`config.mk`:
```
export PLATFORM = sky130hd
export DESIGN_NAME = spoly_gen_ctrl_flat
export DESIGN_NICKNAME = d
export VERILOG_FILES = /design/src/rtl/spoly_gen_ctrl_if.sv /design/src/rtl/spoly_gen_ctrl.sv /design/src/flat_wrapper.sv
export SDC_FILE = /design/constraint.sdc
export NUM_CORES = 1
export LEC_CHECK = 0
export CORE_UTILIZATION = 51
export CTS_BUF_LIST = sky130_fd_sc_hd__clkbuf_4 sky130_fd_sc_hd__clkbuf_8
export DETAILED_ROUTE_END_ITERATION = 10
export HOLD_SLACK_MARGIN = 0.02
export PLACE_DENSITY = 0.93
export SLEW_MARGIN = 20
export SYNTH_ARGS = -nofsm -noshare
export SYNTH_HDL_FRONTEND = slang
export SYNTH_SLANG_ARGS = --single-unit
```
`constraint.sdc`:
```
create_clock -name clk -period 3.5 [get_ports clk]
set_clock_uncertainty 0.1 [all_clocks]
set_input_delay 0.35 -clock clk [delete_from_list [all_inputs] [get_ports clk]]
set_output_delay 0.35 -clock clk [all_outputs]
set_load 0.01 [all_outputs]
```
`src/rtl/spoly_gen_ctrl_if.sv`:
```
// Bus bundle between the sparse-polynomial generator and its environment:
// random-word stream, working memory, external sorter and coefficient output.
interface spoly_gen_ctrl_if #(
   parameter int DATA_W = 32,
   parameter int ADDR_W = 10
);
   logic [DATA_W-1:0] rnd_data;
   logic              rnd_valid;
   logic              rnd_ready;
   logic              mem_we;
   logic [ADDR_W-1:0] mem_addr;
   logic [DATA_W-1:0] mem_wdata;
   logic [DATA_W-1:0] mem_rdata;
   logic              sort_start;
   logic              sort_done;
   logic              coef_valid;
   logic [1:0]        coef_data;
   logic [ADDR_W-1:0] coef_idx;

   modport master (
      input  rnd_data, rnd_valid, mem_rdata, sort_done,
      output rnd_ready, mem_we, mem_addr, mem_wdata, sort_start,
             coef_valid, coef_data, coef_idx
   );

   modport slave (
      output rnd_data, rnd_valid, mem_rdata, sort_done,
      input  rnd_ready, mem_we, mem_addr, mem_wdata, sort_start,
             coef_valid, coef_data, coef_idx
   );
endinterface

```
`src/rtl/spoly_gen_ctrl.sv`:
```
// Fixed-weight ternary polynomial generator: tags random words into working memory,
// lets an external sorter shuffle them, then drains the tags as {-1,0,+1} coefficients.
module spoly_gen_ctrl #(
   parameter int P      = 677,
   parameter int W      = 254,
   parameter int DATA_W = 32,
   parameter int ADDR_W = 10
) (
   input  logic clk,
   input  logic rst,
   input  logic start,
   output logic busy,
   output logic done,
   output logic weight_ok,
   spoly_gen_ctrl_if.master bus
);

   localparam int CNT_W = ADDR_W + 1;
   localparam int NZ_W  = $clog2(P + 1);

   localparam logic [CNT_W-1:0] CNT_LAST  = CNT_W'(P - 1);
   localparam logic [CNT_W-1:0] CNT_P     = CNT_W'(P);
   localparam logic [CNT_W-1:0] CNT_WGT   = CNT_W'(W);
   localparam logic [NZ_W-1:0]  NZ_TARGET = NZ_W'(W);
   localparam logic [NZ_W-1:0]  NZ_MAX    = NZ_W'(P);

   typedef enum logic [2:0] {
      IDLE      = 3'd0,
      FILL      = 3'd1,
      SORT_KICK = 3'd2,
      SORT_WAIT = 3'd3,
      DRAIN     = 3'd4,
      DONE      = 3'd5
   } state_t;

   // Tag decode: returns {illegal, coef}; code 11 never comes from FILL.
   function automatic logic [2:0] decode_coef(input logic [1:0] code);
      logic [2:0] res;
      case (code)
         2'b00:   res = {1'b0, 2'b11};
         2'b01:   res = {1'b0, 2'b00};
         2'b10:   res = {1'b0, 2'b01};
         default: res = {1'b1, 2'b00};
      endcase
      return res;
   endfunction

   state_t             state_r;
   logic [CNT_W-1:0]   cnt_r;
   logic [NZ_W-1:0]    nz_r;
   logic               ill_r;
   logic               busy_r;
   logic               done_r;
   logic               weight_ok_r;
   logic               rnd_ready_r;
   logic               mem_we_r;
   logic [ADDR_W-1:0]  mem_addr_r;
   logic [DATA_W-1:0]  mem_wdata_r;
   logic               sort_start_r;
   logic               coef_valid_r;
   logic [1:0]         coef_data_r;
   logic [ADDR_W-1:0]  coef_idx_r;

   logic               accept_s;
   logic [DATA_W-1:0]  fill_word_s;
   logic [2:0]         dec_s;
   logic [1:0]         dec_coef_s;
   logic               dec_ill_s;
   logic [NZ_W-1:0]    nz_next_s;
   logic               ill_next_s;
   logic               data_unused_s;

   // Fill tagging, read-back decode and next-count values for the last coefficient.
   always_comb begin
      accept_s    = bus.rnd_valid & rnd_ready_r;
      fill_word_s = {DATA_W{1'b0}};
      if (cnt_r < CNT_WGT) begin
         fill_word_s = {bus.rnd_data[DATA_W-1:1], 1'b0};
      end else begin
         fill_word_s = {bus.rnd_data[DATA_W-1:2], 2'b01};
      end
      dec_s      = decode_coef(bus.mem_rdata[1:0]);
      dec_coef_s = dec_s[1:0];
      dec_ill_s  = dec_s[2];
      nz_next_s  = nz_r;
      if ((dec_coef_s != 2'b00) && (nz_r != NZ_MAX)) begin
         nz_next_s = nz_r + NZ_W'(1);
      end else begin
         nz_next_s = nz_r;
      end
      ill_next_s    = ill_r | dec_ill_s;
      data_unused_s = ^{bus.mem_rdata[DATA_W-1:2], bus.rnd_data[0]};
   end

   // Main sequencer: state, counters and every registered output.
   always_ff @(posedge clk) begin
      if (rst) begin
         state_r      <= IDLE;
         cnt_r        <= {CNT_W{1'b0}};
         nz_r         <= {NZ_W{1'b0}};
         ill_r        <= 1'b0;
         busy_r       <= 1'b0;
         done_r       <= 1'b0;
         weight_ok_r  <= 1'b0;
         rnd_ready_r  <= 1'b0;
         mem_we_r     <= 1'b0;
         mem_addr_r   <= {ADDR_W{1'b0}};
         mem_wdata_r  <= {DATA_W{1'b0}};
         sort_start_r <= 1'b0;
         coef_valid_r <= 1'b0;
         coef_data_r  <= 2'b00;
         coef_idx_r   <= {ADDR_W{1'b0}};
      end else begin
         done_r       <= 1'b0;
         sort_start_r <= 1'b0;
         coef_valid_r <= 1'b0;
         mem_we_r     <= 1'b0;
         case (state_r)
            IDLE: begin
               if (start) begin
                  state_r     <= FILL;
                  busy_r      <= 1'b1;
                  rnd_ready_r <= 1'b1;
                  weight_ok_r <= 1'b0;
                  cnt_r       <= {CNT_W{1'b0}};
                  nz_r        <= {NZ_W{1'b0}};
                  ill_r       <= 1'b0;
                  mem_addr_r  <= {ADDR_W{1'b0}};
                  mem_wdata_r <= {DATA_W{1'b0}};
                  coef_data_r <= 2'b00;
                  coef_idx_r  <= {ADDR_W{1'b0}};
               end else begin
                  state_r <= IDLE;
               end
            end
            FILL: begin
               if (accept_s) begin
                  mem_we_r    <= 1'b1;
                  mem_addr_r  <= ADDR_W'(cnt_r);
                  mem_wdata_r <= fill_word_s;
                  if (cnt_r == CNT_LAST) begin
                     rnd_ready_r <= 1'b0;
                  end else begin
                     cnt_r <= cnt_r + CNT_W'(1);
                  end
               end else if (!rnd_ready_r) begin
                  // Ready already dropped, so the final write went out last cycle.
                  state_r      <= SORT_KICK;
                  sort_start_r <= 1'b1;
                  mem_addr_r   <= {ADDR_W{1'b0}};
                  mem_wdata_r  <= {DATA_W{1'b0}};
               end else begin
                  state_r <= FILL;
               end
            end
            SORT_KICK: begin
               state_r <= SORT_WAIT;
            end
            SORT_WAIT: begin
               if (bus.sort_done) begin
                  state_r    <= DRAIN;
                  cnt_r      <= {CNT_W{1'b0}};
                  mem_addr_r <= {ADDR_W{1'b0}};
               end else begin
                  state_r <= SORT_WAIT;
               end
            end
            DRAIN: begin
               cnt_r <= cnt_r + CNT_W'(1);
               // mem_rdata in drain cycle k belongs to the address issued in cycle k-1.
               if (cnt_r != {CNT_W{1'b0}}) begin
                  coef_valid_r <= 1'b1;
                  coef_idx_r   <= ADDR_W'(cnt_r - CNT_W'(1));
                  coef_data_r  <= dec_coef_s;
                  nz_r         <= nz_next_s;
                  ill_r        <= ill_next_s;
               end else begin
                  coef_valid_r <= 1'b0;
               end
               if (cnt_r < CNT_LAST) begin
                  mem_addr_r <= mem_addr_r + ADDR_W'(1);
               end else begin
                  mem_addr_r <= {ADDR_W{1'b0}};
               end
               if (cnt_r == CNT_P) begin
                  state_r     <= DONE;
                  done_r      <= 1'b1;
                  weight_ok_r <= (nz_next_s == NZ_TARGET) && !ill_next_s;
               end else begin
                  state_r <= DRAIN;
               end
            end
            DONE: begin
               state_r <= IDLE;
               busy_r  <= 1'b0;
            end
            default: begin
               state_r     <= IDLE;
               busy_r      <= 1'b0;
               rnd_ready_r <= 1'b0;
            end
         endcase
      end
   end

   assign busy           = busy_r;
   assign done           = done_r;
   assign weight_ok      = weight_ok_r;
   assign bus.rnd_ready  = rnd_ready_r;
   assign bus.mem_we     = mem_we_r;
   assign bus.mem_addr   = mem_addr_r;
   assign bus.mem_wdata  = mem_wdata_r;
   assign bus.sort_start = sort_start_r;
   assign bus.coef_valid = coef_valid_r;
   assign bus.coef_data  = coef_data_r;
   assign bus.coef_idx   = coef_idx_r;

endmodule

```
`src/flat_wrapper.sv`:
```
// flat-port wrapper written by rule: the top's interface ports become plain ports
module spoly_gen_ctrl_flat 
#(
   parameter int P      = 677,
   parameter int W      = 254,
   parameter int DATA_W = 32,
   parameter int ADDR_W = 10
)
  (clk, rst, start, busy, done, weight_ok, bus_rnd_data, bus_rnd_valid, bus_mem_rdata, bus_sort_done, bus_rnd_ready, bus_mem_we, bus_mem_addr, bus_mem_wdata, bus_sort_start, bus_coef_valid, bus_coef_data, bus_coef_idx);
  spoly_gen_ctrl_if #(.DATA_W(DATA_W), .ADDR_W(ADDR_W)) bus_i ();
  input  logic clk;
  input  logic rst;
  input  logic start;
  output logic busy;
  output logic done;
  output logic weight_ok;
  input wire logic [$bits(bus_i.rnd_data)-1:0] bus_rnd_data;
  input wire logic [$bits(bus_i.rnd_valid)-1:0] bus_rnd_valid;
  input wire logic [$bits(bus_i.mem_rdata)-1:0] bus_mem_rdata;
  input wire logic [$bits(bus_i.sort_done)-1:0] bus_sort_done;
  output wire logic [$bits(bus_i.rnd_ready)-1:0] bus_rnd_ready;
  output wire logic [$bits(bus_i.mem_we)-1:0] bus_mem_we;
  output wire logic [$bits(bus_i.mem_addr)-1:0] bus_mem_addr;
  output wire logic [$bits(bus_i.mem_wdata)-1:0] bus_mem_wdata;
  output wire logic [$bits(bus_i.sort_start)-1:0] bus_sort_start;
  output wire logic [$bits(bus_i.coef_valid)-1:0] bus_coef_valid;
  output wire logic [$bits(bus_i.coef_data)-1:0] bus_coef_data;
  output wire logic [$bits(bus_i.coef_idx)-1:0] bus_coef_idx;
  assign bus_i.rnd_data = bus_rnd_data;
  assign bus_i.rnd_valid = bus_rnd_valid;
  assign bus_i.mem_rdata = bus_mem_rdata;
  assign bus_i.sort_done = bus_sort_done;
  assign bus_rnd_ready = bus_i.rnd_ready;
  assign bus_mem_we = bus_i.mem_we;
  assign bus_mem_addr = bus_i.mem_addr;
  assign bus_mem_wdata = bus_i.mem_wdata;
  assign bus_sort_start = bus_i.sort_start;
  assign bus_coef_valid = bus_i.coef_valid;
  assign bus_coef_data = bus_i.coef_data;
  assign bus_coef_idx = bus_i.coef_idx;
  spoly_gen_ctrl #(.P(P), .W(W), .DATA_W(DATA_W), .ADDR_W(ADDR_W)) u_core (.clk(clk), .rst(rst), .start(start), .busy(busy), .done(done), .weight_ok(weight_ok), .bus(bus_i));
endmodule
```
==> metrics.md, run 1 <==
| Metric | Value |
|---|---|
| Switching Share | around 28% |
| Total GRT Usage | between 20% and 30% |
| CP Class | register to register |
| Io pins | 130 |
| Final Max Slew Viols | 0 |
| Hold Buf Count CTS | 0 |
| Final WL | between 10000 and 15000 um |
| H-Tree Depth | 3 |
| Pin count of the biggest net entering global routing | 33 |
| Gate power share | between 10% and 20% |
| Max clock buf depth | 2 |
| Clk_lat worst skew | about 0.36 ns |
| Final setup fails | 0 |
| Share of layout cells above drive strength 1 | roughly 5.7% |
| Leak pwr | between 1.5 and 2 nW |
| Yosys warnings | 0 |
| Pwr/cell area | roughly 370 nW/um^2 |
| Most frequent cells in the layout | clkdlybuf4s50_1, dfxtp_1, a21oi_1, nor2_1, nand2_1 |
| CP endpoint kind | register |
| Final Hold Vio Count | 0 |
| PostCTS Resize Cnt | 0 |
| Critical Path RT | 3.69 ns |
| Yosys reg bits | 86 |
| Synth-to-layout area growth | 29.2% |
| Layout Nets | slightly above 600 |
| Internal power | about 0.0014 W |
| DRC | 0 |
| Syn_area_per_cell | approximately 8.6 um^2 |
| Syn nets | around 540 |
| Max-cap violations | 0 |
| Clock network power share | 34.2% |
| Port-buffer cells | just under 100 |
| Drt via density | 6.03 |
| Starting density of the core | 53.9% |
| Max Fclk | just under 400 MHz |
| Distinct cells, synth | approximately 60 |
| PnR worst setup slack | between 0.9 and 1 ns |
| Max IR drop VDD | 0.211 mV |
| Total CTS buffers | 9 |
| WL per Instance | ~16 um |
| Ant diodes | 0 |
| Min Tclk post-route | 2.52 ns |
| HPWL after DPL | ~7400 um |
| CP arrival | about 2.7 ns |
| P_sw | about 0.00054 W |
| Synth Flop Type | dfxtp_1 |
| Vias in the first global route | around 3600 |
| Final Wtd Congestion | 0.919 |
| Die area | around 8200 um^2 |
| Sequential group share of total power | around 53% |
| Setup TNS | 0 ns |
| Post-CTS Setup Bufs | 0 |
| EDFF count, synth | 0 |
| Core area | roughly 7400 um^2 |
| First-pass GRT wire length | between 15000 and 20000 um |
| Final hold slack | approximately 0.36 ns |
| Worst-path maximum fanout | 26 |
| Final global-route overflow total | 0 |
| Post-route clock period utilization | just over 70% |
| DRT iter0 DRCs | approximately 240 |
| Vias post-DR | between 3000 and 4000 |
| Clock sink total | between 80 and 90 |
| Clock root cell | clkbuf_8 |
| Relative slew margins | roughly 40% |
| Die W | between 90 and 100 um |
| Drt first pass iters | 5 |
| Seq/Total Area, Yosys | a little over two fifths |
| Die Y | ~90 um |
| Async S/R FF share, synth | 0% |
| FP Rows | 31 |
| Worst-Margin Slew | approximately 0.9 ns |
| Status | finished clean |
| Initial antenna violation count | 0 |
| Hold WC Path Type | register to register |
| Reg clk slew, reported paths | 0.09 ns |
| Netlist Area Pre-Place | 3990 um^2 |
| Final ANT Viol Nets | 0 |
| Worst setup SP type | register |
| RSZ-0062 raised after global routing | no |
| TritonCTS clock tree | done |
| Most common cell after layout, fill and taps aside | clkdlybuf4s50_1 |
| Placement Setup Slack | 0.902 ns |
| Cells after Synth | approximately 470 |
worst max-delay path: stages (launching register included):
cell     delay, ns
dfxtp_1       0.59
or3b_4        0.47
a41o_1        0.51
or4_1         0.61
a21oi_1       0.14
power by group through the flow:
stage	Combinational, W	Clock (W)	Sequential [W]
global placement	0.000228	0	0.00104
finish	0.000239	0.000651	0.00101
floorplan	0.000145	0	0.00103
CTS	0.000239	0.000654	0.00101
global route	0.000261	0.000700	0.00102
detailed placement	0.000238	0	0.00104
cell usage after synthesis, types with 3 or more instances:
| cell type | instances | area share, % |
|---|---|---|
| a21oi_1 | 43 | 5.4 |
| a22o_1 | 31 | 6.8 |
| a2bb2oi_1 | 3 | 0.66 |
| a31oi_1 | 6 | 0.94 |
| a41oi_1 | 3 | 0.66 |
| and3_1 | 4 | 0.63 |
| buf_2 | 11 | 1.4 |
| clkbuf_1 | 20 | 1.9 |
| dfxtp_1 | 86 | 43 |
| ha_1 | 7 | 2.2 |
| inv_1 | 14 | 1.3 |
| nand2_1 | 36 | 3.4 |
| nand3_1 | 21 | 2.6 |
| nand3b_1 | 4 | 0.75 |
| nand4_1 | 10 | 1.6 |
| nand4b_1 | 4 | 0.88 |
| nor2_1 | 40 | 3.8 |
| nor2b_1 | 6 | 0.94 |
| nor3_1 | 13 | 1.6 |
| nor3b_1 | 3 | 0.56 |
| nor4_1 | 6 | 0.94 |
| nor4b_1 | 4 | 0.88 |
| o21ai_0 | 21 | 2.6 |
| o31ai_1 | 3 | 0.56 |
| or3_1 | 5 | 0.78 |
| or4_1 | 6 | 1.1 |
| xnor2_1 | 9 | 2.0 |
| xor2_1 | 6 | 1.3 |
cell families after synthesis:
family	share of synthesized area, %
AOI/OAI and AO/OA	22.7
buffers and inverters	5.64
muxes	0.251
adders and majority gates	2.19
and+or+nand+nor	22.8
xor gates and xnor gates	3.29
DFF	43.1
metrics by stage:
stage	utilization, %	area (um^2)	total power, W	cells
floorplan	-	3990	0.00118	465
global placement	67.1	4970	0.00126	630
detailed placement	67.1	4970	0.00127	630
CTS	69.5	5150	0.00191	646
global route	69.6	5150	0.00198	646
finish	69.6	5150	0.00190	646
registers in the layout, summed over array words and instances, names as in the netlist:
name / flops
u_core.bus.coef_idx: 10
u_core.bus.coef_data: 2
u_core.weight_ok: 1
u_core.cnt_r: 11
u_core.done: 1
u_core.state_r: 3
u_core.bus.mem_wdata: 32
u_core.bus.mem_we: 1
u_core.ill_r: 1
u_core.bus.sort_start: 1
u_core.bus.mem_addr: 10
u_core.busy: 1
u_core.bus.coef_valid: 1
u_core.bus.rnd_ready: 1
u_core.nz_r: 10
cell type report:
cell class	instances	area, um^2
Clock buffer	9	124
Clock inverter	7	56.3
Fill cell	570	2250
Inverter	14	52.6
Multi-Input combinational cell	328	2060
Sequential cell	86	1720
Tap cell	99	124
Timing Repair Buffer	103	1020
layer usage:
layer / vias up / GRT usage (%) / routed length (um)
li1: 1854 / - / -
met1: 1854 / 30.6 / 4300
met2: 163 / 44.3 / 5340
met3: 23 / 6.57 / 674
met4: 0 / 9.14 / 243
met5: - / 0 / 0
final timing paths:
check | from | to | slack, ns | cells after the start
worst max-delay path | u_core.state_r[2] | u_core.nz_r[8] | 0.98 | 4
worst min-delay path | u_core.bus.mem_wdata[0] | u_core.bus.mem_wdata[0] | 0.36 | 2
worst max register to register | u_core.state_r[2] | u_core.nz_r[8] | 0.98 | 4
worst min register to register | u_core.bus.mem_wdata[0] | u_core.bus.mem_wdata[0] | 0.36 | 2
No activity file was read; power rests on OpenSTA's default activity.
==> inputs of run 2 (changes only) <==
Settings changed: CORE_UTILIZATION 51 to 43, PLACE_DENSITY 0.93 to 0.84.
Clock period 3.5 ns to 2.1 ns, I/O delays scaled along.
==> run 2 against run 1 <==
The run now ends with design-rule violations left. Register-to-register slack got worse by 0.93 ns. Cell count increased by 5.7%. Hold slack got worse by 0.017 ns. Fmax increased by 23%. Sequential power increased by 66%. Routed wire length increased by 1.3%. Non-clock buffer count increased by 28. Combinational power increased by 91%. Power increased by 75%. Sequential cell count unchanged. Design area increased by 5.8%. Critical endpoint is now u_core.nz_r[2]. Largest power group unchanged.
==> metrics.md, run 2 (synthesis gave the netlist of run 1 again) <==
| Metric | Value |
|---|---|
| Status | finished, violations left |
| Failing checks | design-rule violations |
| Gate power share | ~14% |
| CP Class | register to register |
| Internal power | about 0.0024 W |
| Worst-path maximum fanout | 20 |
| Most common cell after layout, fill and taps aside | clkdlybuf4s50_1 |
| Pwr/cell area | just over 600 nW/um^2 |
| Register Area | approximately 1700 um^2 |
| Final Hold Vio Count | 0 |
| Final setup fails | 0 |
| Min Tclk post-route | 2.05 ns |
| CP arrival | 2.18 ns |
| Final Wtd Congestion | approximately 0.86 |
| Die W | between 90 and 100 um |
| Die Y | between 90 and 100 um |
| Drt via density | 5.77 |
| Max Fclk | 488 MHz |
| Max clock buf depth | 2 |
| CP endpoint kind | register |
| WL per Instance | ~16 um |
| Clock sink total | between 80 and 90 |
| Final Max Slew Viols | 0 |
| Reg clk slew, reported paths | 0.09 ns |
| DRT iter0 DRCs | about 200 |
| Total GRT Usage | 22.3% |
| Hold WC Path Type | input pin to register |
| PnR worst setup slack | 0.0509 ns |
| Share of layout cells above drive strength 1 | a little under an eighth |
| Synth-to-layout area growth | 36.7% |
| H-Tree Depth | 3 |
| Starting density of the core | between 40 and 50% |
| Final global-route overflow total | 0 |
| Leak pwr | 1.91 nW |
| Final WL | between 10000 and 15000 um |
| Port-buffer cells | between 90 and 100 |
| Die area | around 9700 um^2 |
| Clock network power share | between 30 and 40% |
| Layout Nets | approximately 650 |
| Hold Buf Count CTS | 0 |
| Placement Setup Slack | -0.261 ns |
| Worst-Margin Slew | approximately 0.7 ns |
| P_sw | a little under 0.0009 W |
| Util after Layout | approximately three fifths |
| Final hold slack | around 0.34 ns |
| RSZ-0062 raised after global routing | yes |
| Placed Cells | 667 |
| Filler Cells Inserted | about 730 |
| Max-cap violations | 0 |
| Switching Share | 26.6% |
| Final instance area | around 5500 um^2 |
| HPWL after DPL | between 7000 and 8000 um |
| Cell Area, Placed | approximately 5200 um^2 |
| Post-route insts no fill | between 600 and 700 |
| Post-route clock period utilization | between 90% and 100% |
| Io pins | 130 |
| Initial antenna violation count | 0 |
| First-pass GRT wire length | about 18000 um |
| Drt first pass iters | 10 |
| Sequential group share of total power | approximately 50% |
| Clk_lat worst skew | 0.36 ns |
| Relative slew margins | 54.3% |
| Vias in the first global route | between 3000 and 4000 |
| TritonCTS clock tree | done |
| Worst setup SP type | register |
| Largest register FFs | 32 |
| Clock root cell | clkbuf_8 |
| Critical Path RT | 2.23 ns |
| Vias post-DR | about 3900 |
| Max IR drop VDD | 0.299 mV |
| DRC | 2 |
| Final ANT Viol Nets | 0 |
| Multi-input logic area | about 2100 um^2 |
| Ant diodes | 0 |
| Pin count of the biggest net entering global routing | 33 |
| FP Rows | 34 |
| Total CTS buffers | 9 |
| Core area | between 8000 and 9000 um^2 |
| Most frequent cells in the layout | clkdlybuf4s50_1, dfxtp_1, a21oi_1, nor2_1, nand2_1 |
run 2: path summary, 6_finish.rpt:
check / from / to / slack, ns / cells after the start
max reg2reg: u_core.state_r[0] / u_core.nz_r[2] / 0.05 / 5
max: u_core.state_r[0] / u_core.nz_r[2] / 0.05 / 5
min reg2reg: u_core.bus.mem_wdata[0] / u_core.bus.mem_wdata[0] / 0.37 / 2
min: bus_rnd_data[10] / u_core.bus.mem_wdata[10] / 0.34 / 2
run 2: stage by stage:
| step | TNS [ns] | power, W |
|---|---|---|
| 2_1_floorplan | 0 | 0.00196 |
| 3_5_place_dp | -7.42 | 0.00216 |
| 3_3_place_gp | -5.55 | 0.00215 |
| 6_report | 0 | 0.00333 |
| 4_1_cts | 0 | 0.00334 |
| 5_1_grt | -0.0369 | 0.00345 |
run 2: critical path: stages (launching register included):
cell and delay (ns):
dfxtp_1 0.43, or3b_4 0.49, a41o_1 0.26, buf_4 0.21, nor4_1 0.33, nor4_1 0.10
run 2: area by class of cell:
class	count	share of cell area, %
sequential	86	31.6
clock inverter	6	1.26
timing repair buffer	131	23.1
inverter	14	0.963
tap	108	2.48
clock buffer	10	2.41
multi-input combinational	328	38.3
run 2: timing repair:
action                     4_1_cts  5_1_grt
gates resized for setup          1       10
setup buffers                    0        0
setup endpoints to repair        5       18
run 2: power by group through the flow:
stage               registers [W]  clock network [W]  logic, W
floorplan                 0.00172                  0  0.000242
global placement          0.00172                  0  0.000435
detailed placement        0.00172                  0  0.000446
CTS                       0.00168            0.00121  0.000451
global route              0.00168            0.00127  0.000497
finish                    0.00168            0.00119  0.000456
run 2: layer usage:
metal | vias up | track usage [%] | part of all wire [%]
met5 | - | 0 | 0
met4 | 0 | 9.41 | 2.3
li1 | 1913 | - | -
met1 | 1906 | 28.2 | 45
met3 | 20 | 3.51 | 4.1
met2 | 103 | 37.8 | 49
